===== src/rtl/ysyx_25020037_axi_arbiter_if.sv =====
// Full AXI4 bus bundle (AR, R, AW, W, B) shared by the IFU, LSU and memory-side
// ports of the arbiter. The master modport drives requests; the slave modport answers them.
interface ysyx_25020037_axi_arbiter_if #(
  parameter int ADDR_W = 32,
  parameter int DATA_W = 32,
  parameter int ID_W   = 4
);
  logic                arvalid;
  logic                arready;
  logic [ADDR_W-1:0]   araddr;
  logic [ID_W-1:0]     arid;
  logic [7:0]          arlen;
  logic [2:0]          arsize;
  logic [1:0]          arburst;

  logic                rvalid;
  logic                rready;
  logic [DATA_W-1:0]   rdata;
  logic [1:0]          rresp;
  logic                rlast;
  logic [ID_W-1:0]     rid;

  logic                awvalid;
  logic                awready;
  logic [ADDR_W-1:0]   awaddr;
  logic [ID_W-1:0]     awid;
  logic [7:0]          awlen;
  logic [2:0]          awsize;
  logic [1:0]          awburst;

  logic                wvalid;
  logic                wready;
  logic [DATA_W-1:0]   wdata;
  logic [DATA_W/8-1:0] wstrb;
  logic                wlast;

  logic                bvalid;
  logic                bready;
  logic [1:0]          bresp;
  logic [ID_W-1:0]     bid;

  modport master (
    output arvalid, araddr, arid, arlen, arsize, arburst, rready,
           awvalid, awaddr, awid, awlen, awsize, awburst,
           wvalid, wdata, wstrb, wlast, bready,
    input  arready, rvalid, rdata, rresp, rlast, rid,
           awready, wready, bvalid, bresp, bid
  );

  modport slave (
    input  arvalid, araddr, arid, arlen, arsize, arburst, rready,
           awvalid, awaddr, awid, awlen, awsize, awburst,
           wvalid, wdata, wstrb, wlast, bready,
    output arready, rvalid, rdata, rresp, rlast, rid,
           awready, wready, bvalid, bresp, bid
  );
endinterface


===== src/rtl/ysyx_25020037_axi_arbiter.sv =====
// Round-robin arbiter sharing one AXI4 memory port between the IFU (read-only)
// and the LSU (read/write); the grant is held until the final response beat.
module ysyx_25020037_axi_arbiter #(
  parameter int ADDR_W = 32,
  parameter int DATA_W = 32,
  parameter int ID_W   = 4
) (
  input  logic                         clk,
  input  logic                         rst_n,
  ysyx_25020037_axi_arbiter_if.slave   ifu,
  ysyx_25020037_axi_arbiter_if.slave   lsu,
  ysyx_25020037_axi_arbiter_if.master  m
);

  typedef enum logic [3:0] {
    IDLE   = 4'b0001,
    IFU_RD = 4'b0010,
    LSU_RD = 4'b0100,
    LSU_WR = 4'b1000
  } state_t;

  state_t r_state;
  logic   r_last_grant;   // 0: IFU served last, 1: LSU served last

  logic w_ifu_req;
  logic w_lsu_req;

  assign w_ifu_req = ifu.arvalid;
  assign w_lsu_req = lsu.awvalid | lsu.arvalid;

  // The IFU never writes; its write-side inputs are sunk here.
  logic [ADDR_W-1:0]   w_ifu_awaddr_unused;
  logic [ID_W-1:0]     w_ifu_awid_unused;
  logic [DATA_W-1:0]   w_ifu_wdata_unused;
  logic [DATA_W/8-1:0] w_ifu_wstrb_unused;
  logic                w_unused;

  assign w_ifu_awaddr_unused = ifu.awaddr;
  assign w_ifu_awid_unused   = ifu.awid;
  assign w_ifu_wdata_unused  = ifu.wdata;
  assign w_ifu_wstrb_unused  = ifu.wstrb;
  assign w_unused = ^{ifu.awvalid, ifu.awlen, ifu.awsize, ifu.awburst,
                      ifu.wvalid, ifu.wlast, ifu.bready};

  always_ff @(posedge clk or negedge rst_n) begin
    if (!rst_n) begin
      r_state      <= IDLE;
      r_last_grant <= 1'b1;
    end else begin
      unique case (r_state)
        IDLE: begin
          if (w_ifu_req && (!w_lsu_req || r_last_grant)) begin
            r_state      <= IFU_RD;
            r_last_grant <= 1'b0;
          end else if (w_lsu_req) begin
            r_state      <= lsu.awvalid ? LSU_WR : LSU_RD;
            r_last_grant <= 1'b1;
          end
        end
        IFU_RD, LSU_RD: begin
          if (m.rvalid && m.rready && m.rlast) r_state <= IDLE;
        end
        LSU_WR: begin
          if (m.bvalid && m.bready) r_state <= IDLE;
        end
        default: r_state <= IDLE;
      endcase
    end
  end

  // Everything not belonging to the granted transaction is held at zero.
  always_comb begin
    ifu.arready = '0; ifu.rvalid = '0; ifu.rdata = '0; ifu.rresp = '0;
    ifu.rlast   = '0; ifu.rid    = '0; ifu.awready = '0; ifu.wready = '0;
    ifu.bvalid  = '0; ifu.bresp  = '0; ifu.bid = '0;

    lsu.arready = '0; lsu.rvalid = '0; lsu.rdata = '0; lsu.rresp = '0;
    lsu.rlast   = '0; lsu.rid    = '0; lsu.awready = '0; lsu.wready = '0;
    lsu.bvalid  = '0; lsu.bresp  = '0; lsu.bid = '0;

    m.arvalid = '0; m.araddr = '0; m.arid = '0; m.arlen = '0; m.arsize = '0;
    m.arburst = '0; m.rready = '0;
    m.awvalid = '0; m.awaddr = '0; m.awid = '0; m.awlen = '0; m.awsize = '0;
    m.awburst = '0;
    m.wvalid  = '0; m.wdata  = '0; m.wstrb = '0; m.wlast = '0; m.bready = '0;

    unique case (r_state)
      IFU_RD: begin
        m.arvalid   = ifu.arvalid;
        m.araddr    = ifu.araddr;
        m.arid      = ifu.arid;
        m.arlen     = ifu.arlen;
        m.arsize    = ifu.arsize;
        m.arburst   = ifu.arburst;
        ifu.arready = m.arready;
        ifu.rvalid  = m.rvalid;
        ifu.rdata   = m.rdata;
        ifu.rresp   = m.rresp;
        ifu.rlast   = m.rlast;
        ifu.rid     = m.rid;
        m.rready    = ifu.rready;
      end
      LSU_RD: begin
        m.arvalid   = lsu.arvalid;
        m.araddr    = lsu.araddr;
        m.arid      = lsu.arid;
        m.arlen     = lsu.arlen;
        m.arsize    = lsu.arsize;
        m.arburst   = lsu.arburst;
        lsu.arready = m.arready;
        lsu.rvalid  = m.rvalid;
        lsu.rdata   = m.rdata;
        lsu.rresp   = m.rresp;
        lsu.rlast   = m.rlast;
        lsu.rid     = m.rid;
        m.rready    = lsu.rready;
      end
      LSU_WR: begin
        m.awvalid   = lsu.awvalid;
        m.awaddr    = lsu.awaddr;
        m.awid      = lsu.awid;
        m.awlen     = lsu.awlen;
        m.awsize    = lsu.awsize;
        m.awburst   = lsu.awburst;
        lsu.awready = m.awready;
        m.wvalid    = lsu.wvalid;
        m.wdata     = lsu.wdata;
        m.wstrb     = lsu.wstrb;
        m.wlast     = lsu.wlast;
        lsu.wready  = m.wready;
        lsu.bvalid  = m.bvalid;
        lsu.bresp   = m.bresp;
        lsu.bid     = m.bid;
        m.bready    = lsu.bready;
      end
      default: ;
    endcase
  end

endmodule


===== src/flat_wrapper.sv =====
// flat-port wrapper written by rule: the top's interface ports become plain ports
module ysyx_25020037_axi_arbiter_flat 
#(
  parameter int ADDR_W = 32,
  parameter int DATA_W = 32,
  parameter int ID_W   = 4
)
  (clk, rst_n, ifu_arvalid, ifu_araddr, ifu_arid, ifu_arlen, ifu_arsize, ifu_arburst, ifu_rready, ifu_awvalid, ifu_awaddr, ifu_awid, ifu_awlen, ifu_awsize, ifu_awburst, ifu_wvalid, ifu_wdata, ifu_wstrb, ifu_wlast, ifu_bready, ifu_arready, ifu_rvalid, ifu_rdata, ifu_rresp, ifu_rlast, ifu_rid, ifu_awready, ifu_wready, ifu_bvalid, ifu_bresp, ifu_bid, lsu_arvalid, lsu_araddr, lsu_arid, lsu_arlen, lsu_arsize, lsu_arburst, lsu_rready, lsu_awvalid, lsu_awaddr, lsu_awid, lsu_awlen, lsu_awsize, lsu_awburst, lsu_wvalid, lsu_wdata, lsu_wstrb, lsu_wlast, lsu_bready, lsu_arready, lsu_rvalid, lsu_rdata, lsu_rresp, lsu_rlast, lsu_rid, lsu_awready, lsu_wready, lsu_bvalid, lsu_bresp, lsu_bid, m_arvalid, m_araddr, m_arid, m_arlen, m_arsize, m_arburst, m_rready, m_awvalid, m_awaddr, m_awid, m_awlen, m_awsize, m_awburst, m_wvalid, m_wdata, m_wstrb, m_wlast, m_bready, m_arready, m_rvalid, m_rdata, m_rresp, m_rlast, m_rid, m_awready, m_wready, m_bvalid, m_bresp, m_bid);
  ysyx_25020037_axi_arbiter_if #(.ADDR_W(ADDR_W), .DATA_W(DATA_W), .ID_W(ID_W)) ifu_i ();
  ysyx_25020037_axi_arbiter_if #(.ADDR_W(ADDR_W), .DATA_W(DATA_W), .ID_W(ID_W)) lsu_i ();
  ysyx_25020037_axi_arbiter_if #(.ADDR_W(ADDR_W), .DATA_W(DATA_W), .ID_W(ID_W)) m_i ();
  input  logic clk;
  input  logic rst_n;
  input wire logic [$bits(ifu_i.arvalid)-1:0] ifu_arvalid;
  input wire logic [$bits(ifu_i.araddr)-1:0] ifu_araddr;
  input wire logic [$bits(ifu_i.arid)-1:0] ifu_arid;
  input wire logic [$bits(ifu_i.arlen)-1:0] ifu_arlen;
  input wire logic [$bits(ifu_i.arsize)-1:0] ifu_arsize;
  input wire logic [$bits(ifu_i.arburst)-1:0] ifu_arburst;
  input wire logic [$bits(ifu_i.rready)-1:0] ifu_rready;
  input wire logic [$bits(ifu_i.awvalid)-1:0] ifu_awvalid;
  input wire logic [$bits(ifu_i.awaddr)-1:0] ifu_awaddr;
  input wire logic [$bits(ifu_i.awid)-1:0] ifu_awid;
  input wire logic [$bits(ifu_i.awlen)-1:0] ifu_awlen;
  input wire logic [$bits(ifu_i.awsize)-1:0] ifu_awsize;
  input wire logic [$bits(ifu_i.awburst)-1:0] ifu_awburst;
  input wire logic [$bits(ifu_i.wvalid)-1:0] ifu_wvalid;
  input wire logic [$bits(ifu_i.wdata)-1:0] ifu_wdata;
  input wire logic [$bits(ifu_i.wstrb)-1:0] ifu_wstrb;
  input wire logic [$bits(ifu_i.wlast)-1:0] ifu_wlast;
  input wire logic [$bits(ifu_i.bready)-1:0] ifu_bready;
  output wire logic [$bits(ifu_i.arready)-1:0] ifu_arready;
  output wire logic [$bits(ifu_i.rvalid)-1:0] ifu_rvalid;
  output wire logic [$bits(ifu_i.rdata)-1:0] ifu_rdata;
  output wire logic [$bits(ifu_i.rresp)-1:0] ifu_rresp;
  output wire logic [$bits(ifu_i.rlast)-1:0] ifu_rlast;
  output wire logic [$bits(ifu_i.rid)-1:0] ifu_rid;
  output wire logic [$bits(ifu_i.awready)-1:0] ifu_awready;
  output wire logic [$bits(ifu_i.wready)-1:0] ifu_wready;
  output wire logic [$bits(ifu_i.bvalid)-1:0] ifu_bvalid;
  output wire logic [$bits(ifu_i.bresp)-1:0] ifu_bresp;
  output wire logic [$bits(ifu_i.bid)-1:0] ifu_bid;
  input wire logic [$bits(lsu_i.arvalid)-1:0] lsu_arvalid;
  input wire logic [$bits(lsu_i.araddr)-1:0] lsu_araddr;
  input wire logic [$bits(lsu_i.arid)-1:0] lsu_arid;
  input wire logic [$bits(lsu_i.arlen)-1:0] lsu_arlen;
  input wire logic [$bits(lsu_i.arsize)-1:0] lsu_arsize;
  input wire logic [$bits(lsu_i.arburst)-1:0] lsu_arburst;
  input wire logic [$bits(lsu_i.rready)-1:0] lsu_rready;
  input wire logic [$bits(lsu_i.awvalid)-1:0] lsu_awvalid;
  input wire logic [$bits(lsu_i.awaddr)-1:0] lsu_awaddr;
  input wire logic [$bits(lsu_i.awid)-1:0] lsu_awid;
  input wire logic [$bits(lsu_i.awlen)-1:0] lsu_awlen;
  input wire logic [$bits(lsu_i.awsize)-1:0] lsu_awsize;
  input wire logic [$bits(lsu_i.awburst)-1:0] lsu_awburst;
  input wire logic [$bits(lsu_i.wvalid)-1:0] lsu_wvalid;
  input wire logic [$bits(lsu_i.wdata)-1:0] lsu_wdata;
  input wire logic [$bits(lsu_i.wstrb)-1:0] lsu_wstrb;
  input wire logic [$bits(lsu_i.wlast)-1:0] lsu_wlast;
  input wire logic [$bits(lsu_i.bready)-1:0] lsu_bready;
  output wire logic [$bits(lsu_i.arready)-1:0] lsu_arready;
  output wire logic [$bits(lsu_i.rvalid)-1:0] lsu_rvalid;
  output wire logic [$bits(lsu_i.rdata)-1:0] lsu_rdata;
  output wire logic [$bits(lsu_i.rresp)-1:0] lsu_rresp;
  output wire logic [$bits(lsu_i.rlast)-1:0] lsu_rlast;
  output wire logic [$bits(lsu_i.rid)-1:0] lsu_rid;
  output wire logic [$bits(lsu_i.awready)-1:0] lsu_awready;
  output wire logic [$bits(lsu_i.wready)-1:0] lsu_wready;
  output wire logic [$bits(lsu_i.bvalid)-1:0] lsu_bvalid;
  output wire logic [$bits(lsu_i.bresp)-1:0] lsu_bresp;
  output wire logic [$bits(lsu_i.bid)-1:0] lsu_bid;
  output wire logic [$bits(m_i.arvalid)-1:0] m_arvalid;
  output wire logic [$bits(m_i.araddr)-1:0] m_araddr;
  output wire logic [$bits(m_i.arid)-1:0] m_arid;
  output wire logic [$bits(m_i.arlen)-1:0] m_arlen;
  output wire logic [$bits(m_i.arsize)-1:0] m_arsize;
  output wire logic [$bits(m_i.arburst)-1:0] m_arburst;
  output wire logic [$bits(m_i.rready)-1:0] m_rready;
  output wire logic [$bits(m_i.awvalid)-1:0] m_awvalid;
  output wire logic [$bits(m_i.awaddr)-1:0] m_awaddr;
  output wire logic [$bits(m_i.awid)-1:0] m_awid;
  output wire logic [$bits(m_i.awlen)-1:0] m_awlen;
  output wire logic [$bits(m_i.awsize)-1:0] m_awsize;
  output wire logic [$bits(m_i.awburst)-1:0] m_awburst;
  output wire logic [$bits(m_i.wvalid)-1:0] m_wvalid;
  output wire logic [$bits(m_i.wdata)-1:0] m_wdata;
  output wire logic [$bits(m_i.wstrb)-1:0] m_wstrb;
  output wire logic [$bits(m_i.wlast)-1:0] m_wlast;
  output wire logic [$bits(m_i.bready)-1:0] m_bready;
  input wire logic [$bits(m_i.arready)-1:0] m_arready;
  input wire logic [$bits(m_i.rvalid)-1:0] m_rvalid;
  input wire logic [$bits(m_i.rdata)-1:0] m_rdata;
  input wire logic [$bits(m_i.rresp)-1:0] m_rresp;
  input wire logic [$bits(m_i.rlast)-1:0] m_rlast;
  input wire logic [$bits(m_i.rid)-1:0] m_rid;
  input wire logic [$bits(m_i.awready)-1:0] m_awready;
  input wire logic [$bits(m_i.wready)-1:0] m_wready;
  input wire logic [$bits(m_i.bvalid)-1:0] m_bvalid;
  input wire logic [$bits(m_i.bresp)-1:0] m_bresp;
  input wire logic [$bits(m_i.bid)-1:0] m_bid;
  assign ifu_i.arvalid = ifu_arvalid;
  assign ifu_i.araddr = ifu_araddr;
  assign ifu_i.arid = ifu_arid;
  assign ifu_i.arlen = ifu_arlen;
  assign ifu_i.arsize = ifu_arsize;
  assign ifu_i.arburst = ifu_arburst;
  assign ifu_i.rready = ifu_rready;
  assign ifu_i.awvalid = ifu_awvalid;
  assign ifu_i.awaddr = ifu_awaddr;
  assign ifu_i.awid = ifu_awid;
  assign ifu_i.awlen = ifu_awlen;
  assign ifu_i.awsize = ifu_awsize;
  assign ifu_i.awburst = ifu_awburst;
  assign ifu_i.wvalid = ifu_wvalid;
  assign ifu_i.wdata = ifu_wdata;
  assign ifu_i.wstrb = ifu_wstrb;
  assign ifu_i.wlast = ifu_wlast;
  assign ifu_i.bready = ifu_bready;
  assign ifu_arready = ifu_i.arready;
  assign ifu_rvalid = ifu_i.rvalid;
  assign ifu_rdata = ifu_i.rdata;
  assign ifu_rresp = ifu_i.rresp;
  assign ifu_rlast = ifu_i.rlast;
  assign ifu_rid = ifu_i.rid;
  assign ifu_awready = ifu_i.awready;
  assign ifu_wready = ifu_i.wready;
  assign ifu_bvalid = ifu_i.bvalid;
  assign ifu_bresp = ifu_i.bresp;
  assign ifu_bid = ifu_i.bid;
  assign lsu_i.arvalid = lsu_arvalid;
  assign lsu_i.araddr = lsu_araddr;
  assign lsu_i.arid = lsu_arid;
  assign lsu_i.arlen = lsu_arlen;
  assign lsu_i.arsize = lsu_arsize;
  assign lsu_i.arburst = lsu_arburst;
  assign lsu_i.rready = lsu_rready;
  assign lsu_i.awvalid = lsu_awvalid;
  assign lsu_i.awaddr = lsu_awaddr;
  assign lsu_i.awid = lsu_awid;
  assign lsu_i.awlen = lsu_awlen;
  assign lsu_i.awsize = lsu_awsize;
  assign lsu_i.awburst = lsu_awburst;
  assign lsu_i.wvalid = lsu_wvalid;
  assign lsu_i.wdata = lsu_wdata;
  assign lsu_i.wstrb = lsu_wstrb;
  assign lsu_i.wlast = lsu_wlast;
  assign lsu_i.bready = lsu_bready;
  assign lsu_arready = lsu_i.arready;
  assign lsu_rvalid = lsu_i.rvalid;
  assign lsu_rdata = lsu_i.rdata;
  assign lsu_rresp = lsu_i.rresp;
  assign lsu_rlast = lsu_i.rlast;
  assign lsu_rid = lsu_i.rid;
  assign lsu_awready = lsu_i.awready;
  assign lsu_wready = lsu_i.wready;
  assign lsu_bvalid = lsu_i.bvalid;
  assign lsu_bresp = lsu_i.bresp;
  assign lsu_bid = lsu_i.bid;
  assign m_arvalid = m_i.arvalid;
  assign m_araddr = m_i.araddr;
  assign m_arid = m_i.arid;
  assign m_arlen = m_i.arlen;
  assign m_arsize = m_i.arsize;
  assign m_arburst = m_i.arburst;
  assign m_rready = m_i.rready;
  assign m_awvalid = m_i.awvalid;
  assign m_awaddr = m_i.awaddr;
  assign m_awid = m_i.awid;
  assign m_awlen = m_i.awlen;
  assign m_awsize = m_i.awsize;
  assign m_awburst = m_i.awburst;
  assign m_wvalid = m_i.wvalid;
  assign m_wdata = m_i.wdata;
  assign m_wstrb = m_i.wstrb;
  assign m_wlast = m_i.wlast;
  assign m_bready = m_i.bready;
  assign m_i.arready = m_arready;
  assign m_i.rvalid = m_rvalid;
  assign m_i.rdata = m_rdata;
  assign m_i.rresp = m_rresp;
  assign m_i.rlast = m_rlast;
  assign m_i.rid = m_rid;
  assign m_i.awready = m_awready;
  assign m_i.wready = m_wready;
  assign m_i.bvalid = m_bvalid;
  assign m_i.bresp = m_bresp;
  assign m_i.bid = m_bid;
  ysyx_25020037_axi_arbiter #(.ADDR_W(ADDR_W), .DATA_W(DATA_W), .ID_W(ID_W)) u_core (.clk(clk), .rst_n(rst_n), .ifu(ifu_i), .lsu(lsu_i), .m(m_i));
endmodule

===== config.mk =====
export PLATFORM = sky130hd
export DESIGN_NAME = ysyx_25020037_axi_arbiter_flat
export DESIGN_NICKNAME = d
export VERILOG_FILES = /design/src/rtl/ysyx_25020037_axi_arbiter_if.sv /design/src/rtl/ysyx_25020037_axi_arbiter.sv /design/src/flat_wrapper.sv
export SDC_FILE = /design/constraint.sdc
export NUM_CORES = 1
export LEC_CHECK = 0
export BUFFER_PORTS_ARGS = -buffer_cell sky130_fd_sc_hd__buf_2
export CAP_MARGIN = 40
export CORE_AREA = 2 2 223 225
export CTS_BUF_LIST = sky130_fd_sc_hd__clkbuf_8
export CTS_CLUSTER_SIZE = 10
export DETAILED_ROUTE_END_ITERATION = 7
export DIE_AREA = 0 0 225 227
export PLACE_DENSITY_LB_ADDON = 0.15
export SYNTH_ARGS = -nofsm -noshare
export SYNTH_HDL_FRONTEND = slang
export SYNTH_SLANG_ARGS = --single-unit

===== constraint.sdc =====
create_clock -name clk -period 3.1 [get_ports clk]
set_clock_uncertainty 0.05 [all_clocks]
set_input_delay 0.62 -clock clk [delete_from_list [all_inputs] [get_ports clk]]
set_output_delay 0.62 -clock clk [all_outputs]
set_load 0.01 [all_outputs]

==> metrics.cfg <==
[placement]
gp_congestion=0.674
io_buffers=473
placedInstanceArea_um2=5230
dp_hpwl_mm=13.3

[floorplan]
die_w_um=225
start_util_pct=4.54
die_h_um=227
fp-row-count=81
core_area_um2=48500
ios=572
dieArea_um2=51100

[logic_synthesis]
syn_inst=299
synthDistinctLibCells=23
avgSynthCellArea_um2=7.38
synth_edf_count=0
ys_seq_elements=5
yosysSeqAreaShare_pct=5.79
ys_async_sr_fraction_pct=100
synth_area_um2=2210
yosysWarningCount=0
synth_ff_type=dfrtp_1

[clocking]
post_cts_buffers=0
cts_tree=yes
cts_hold_buf=0
cts.sinks=5
h-tree-depth=1
clk_latency_ns=0.22
root_buffer=clkbuf_8
cts_buffer_depth=2
cts_inserted_buffers=3
ctsResizeCount=0
path_clk_slew_ns=0.04

[grt]
grt-ovfl-total=0
top_usage_layer=met2
met3_usage_pct=1.19
grt_pass1_vias=3301
met1_usage_pct=4.91
grtUsageMet2_pct=10.4
grt_max_degree=100
grt_pass1_wl_mm=19.1
grt_use_total_pct=4.98
antenna_found_initial=4

[cells_and_area]
final_core_utilization_pct=10.9
drive_above_1_share_pct=65.3
area_growth_pct=140
design_area_um2=5290
fillers=5693
nets=1088

[timing]
max_freq_mhz=371
post-route-period-util_pct=87.0
finalSetupViolations=0
hold_viol=0
rsz0062_at_grt=false
maxSlewViolCount=0
final.min_clock_period_ns=2.70
fin_tns_setup_ns=0

[setup_path]
r2r_setup_slack_ns=1.04
rr_startpoint=u_core.r_state[1]$_DFFE_PN0P_
cpPeakStageDelay_ns=0.58
worstSetupPathType=flip-flop to output port
startpoint=u_core.r_state[1]$_DFFE_PN0P_
reg2reg_depth=6
cp.required_ns=2.43
timing.critical_path.to_type=output port
start_kind=flip-flop
crit_path_end=m_araddr[13]
cp.arrival_ns=2.03
crit_path_frequent_cell=buf_12
slowest_stage=dfrtp_1
cp_cell_sequence=nor4b_4 -> buf_12 -> buf_12 -> a22o_1 -> buf_2
worst-path-max-fanout=35
r2r_end=u_core.r_state[2]$_DFFE_PN0P_

[pwr]
p_per_area_nw_per_um2=337
p_leak_nw=3.17
ir_worst_vdd_mv=0.171

[worst_hold_path]
hold_class=input port to asynchronous set/reset pin

[status]
status=complete, no violations

[detailed_routing]
drtAntennaViolNets=0
drt-initial-drc-count=50
wl_per_cell_um=11.0
drtPass1Iterations=3
vias=3827
routed_wl_mm=15.2
via_per_inst=2.77
drc=0

[job]
drv_cap=0

[flip-flops by register name, indices dropped and copies added, names as in the netlist]
name and cells:
u_core.r_state 4, u_core.r_last_grant 1
[critical path, delay by kind of cell, from the launching register on]
kind	cells	cell delay, ns
AND/OR/NAND/NOR	1	0.50
buffers and inverters	3	0.54
flip-flops	1	0.58
AO/OA/AOI/OAI	1	0.16
[how the worst min path moves through the flow]
stage	slack [ns]	cells after the start	end
finish	0.17	1	u_core.r_state[1]$_DFFE_PN0P_
global route	0.18	1	u_core.r_state[2]$_DFFE_PN0P_
CTS	0.17	1	u_core.r_state[1]$_DFFE_PN0P_
detailed placement	0.40	1	u_core.r_state[1]$_DFFE_PN0P_
global placement	0.40	1	u_core.r_state[3]$_DFFE_PN0P_
floorplan	0.27	0	u_core.r_state[1]$_DFFE_PN0P_
[cell type report]
type / count / area (um^2) / area share [%]
timing repair buffer: 483 / 2500 / 47.4
multi-input combinational: 263 / 1820 / 34.5
tap: 622 / 778 / 14.7
sequential: 5 / 128 / 2.41
clock buffer: 3 / 41.3 / 0.781
antenna: 3 / 7.51 / 0.142
clock inverter: 1 / 3.75 / 0.0710
[routing by layer]
layer	part of all wire (%)	up-vias
li1	-	1896
met1	34	1621
met2	54	296
met3	11	8
met4	0.51	6
met5	0.26	-
[cells in the mapped netlist, types with 2 or more instances]
cell | count | area [um^2]
clkbuf_2 | 4 | 20.0
clkbuf_1 | 7 | 26.3
a22o_1 | 51 | 447
nand3b_1 | 3 | 22.5
and2_1 | 180 | 1130
nand2_1 | 3 | 11.3
nor4b_4 | 4 | 95.1
nor2_1 | 2 | 7.51
dfrtp_1 | 3 | 75.1
buf_4 | 20 | 150
buf_6 | 8 | 90.1
nand2b_1 | 2 | 12.5
dfstp_2 | 2 | 52.6
[where the power goes]
group	leakage [nW]	internal (mW)	switching (mW)
Combinational	3.08	0.725	0.762
Clock	0.0269	0.0848	0.0307
Sequential	0.0614	0.105	0.0729
[logic make-up (layout without fill, tap and decap cells)]
group / after synthesis / in the layout / synth area share [%]
AO/OA/AOI/OAI: 58 / 58 / 22.7
buffers and inverters: 39 / 487 / 13.0
flip-flops: 5 / 5 / 5.79
other: 1 / 12 / 0.170
AND/OR/NAND/NOR: 196 / 196 / 58.3
[per-stage QoR]
stage | instances | worst slack, ns | hold WS, ns | power (mW)
global route | 1377 | 0.227 | 0.176 | 1.94
floorplan | 307 | 1.08 | 0.274 | 1.03
CTS | 1377 | 0.347 | 0.168 | 1.83
global placement | 1373 | 0.545 | 0.401 | 1.74
finish | 1380 | 0.402 | 0.169 | 1.78
detailed placement | 1373 | 0.588 | 0.403 | 1.70
[cells in the final DEF, fill, tap and decap left out]
cell type,instances
o2bb2ai_1,1
nor2_1,2
nand2_1,3
conb_1,9
nand3b_1,3
o31ai_1,1
nand3_1,1
buf_2,473
diode_2,3
a211oi_1,1
o21ai_0,1
clkbuf_8,3
a32o_1,1
nor4b_4,4
a31o_2,1
inv_1,1
and2_1,180
nand2b_1,2
dfrtp_1,3
buf_12,5
buf_4,5
dfstp_2,2
a22o_1,51
a21boi_0,1
nor2b_1,1
Power figures use the tool's default switching activity.
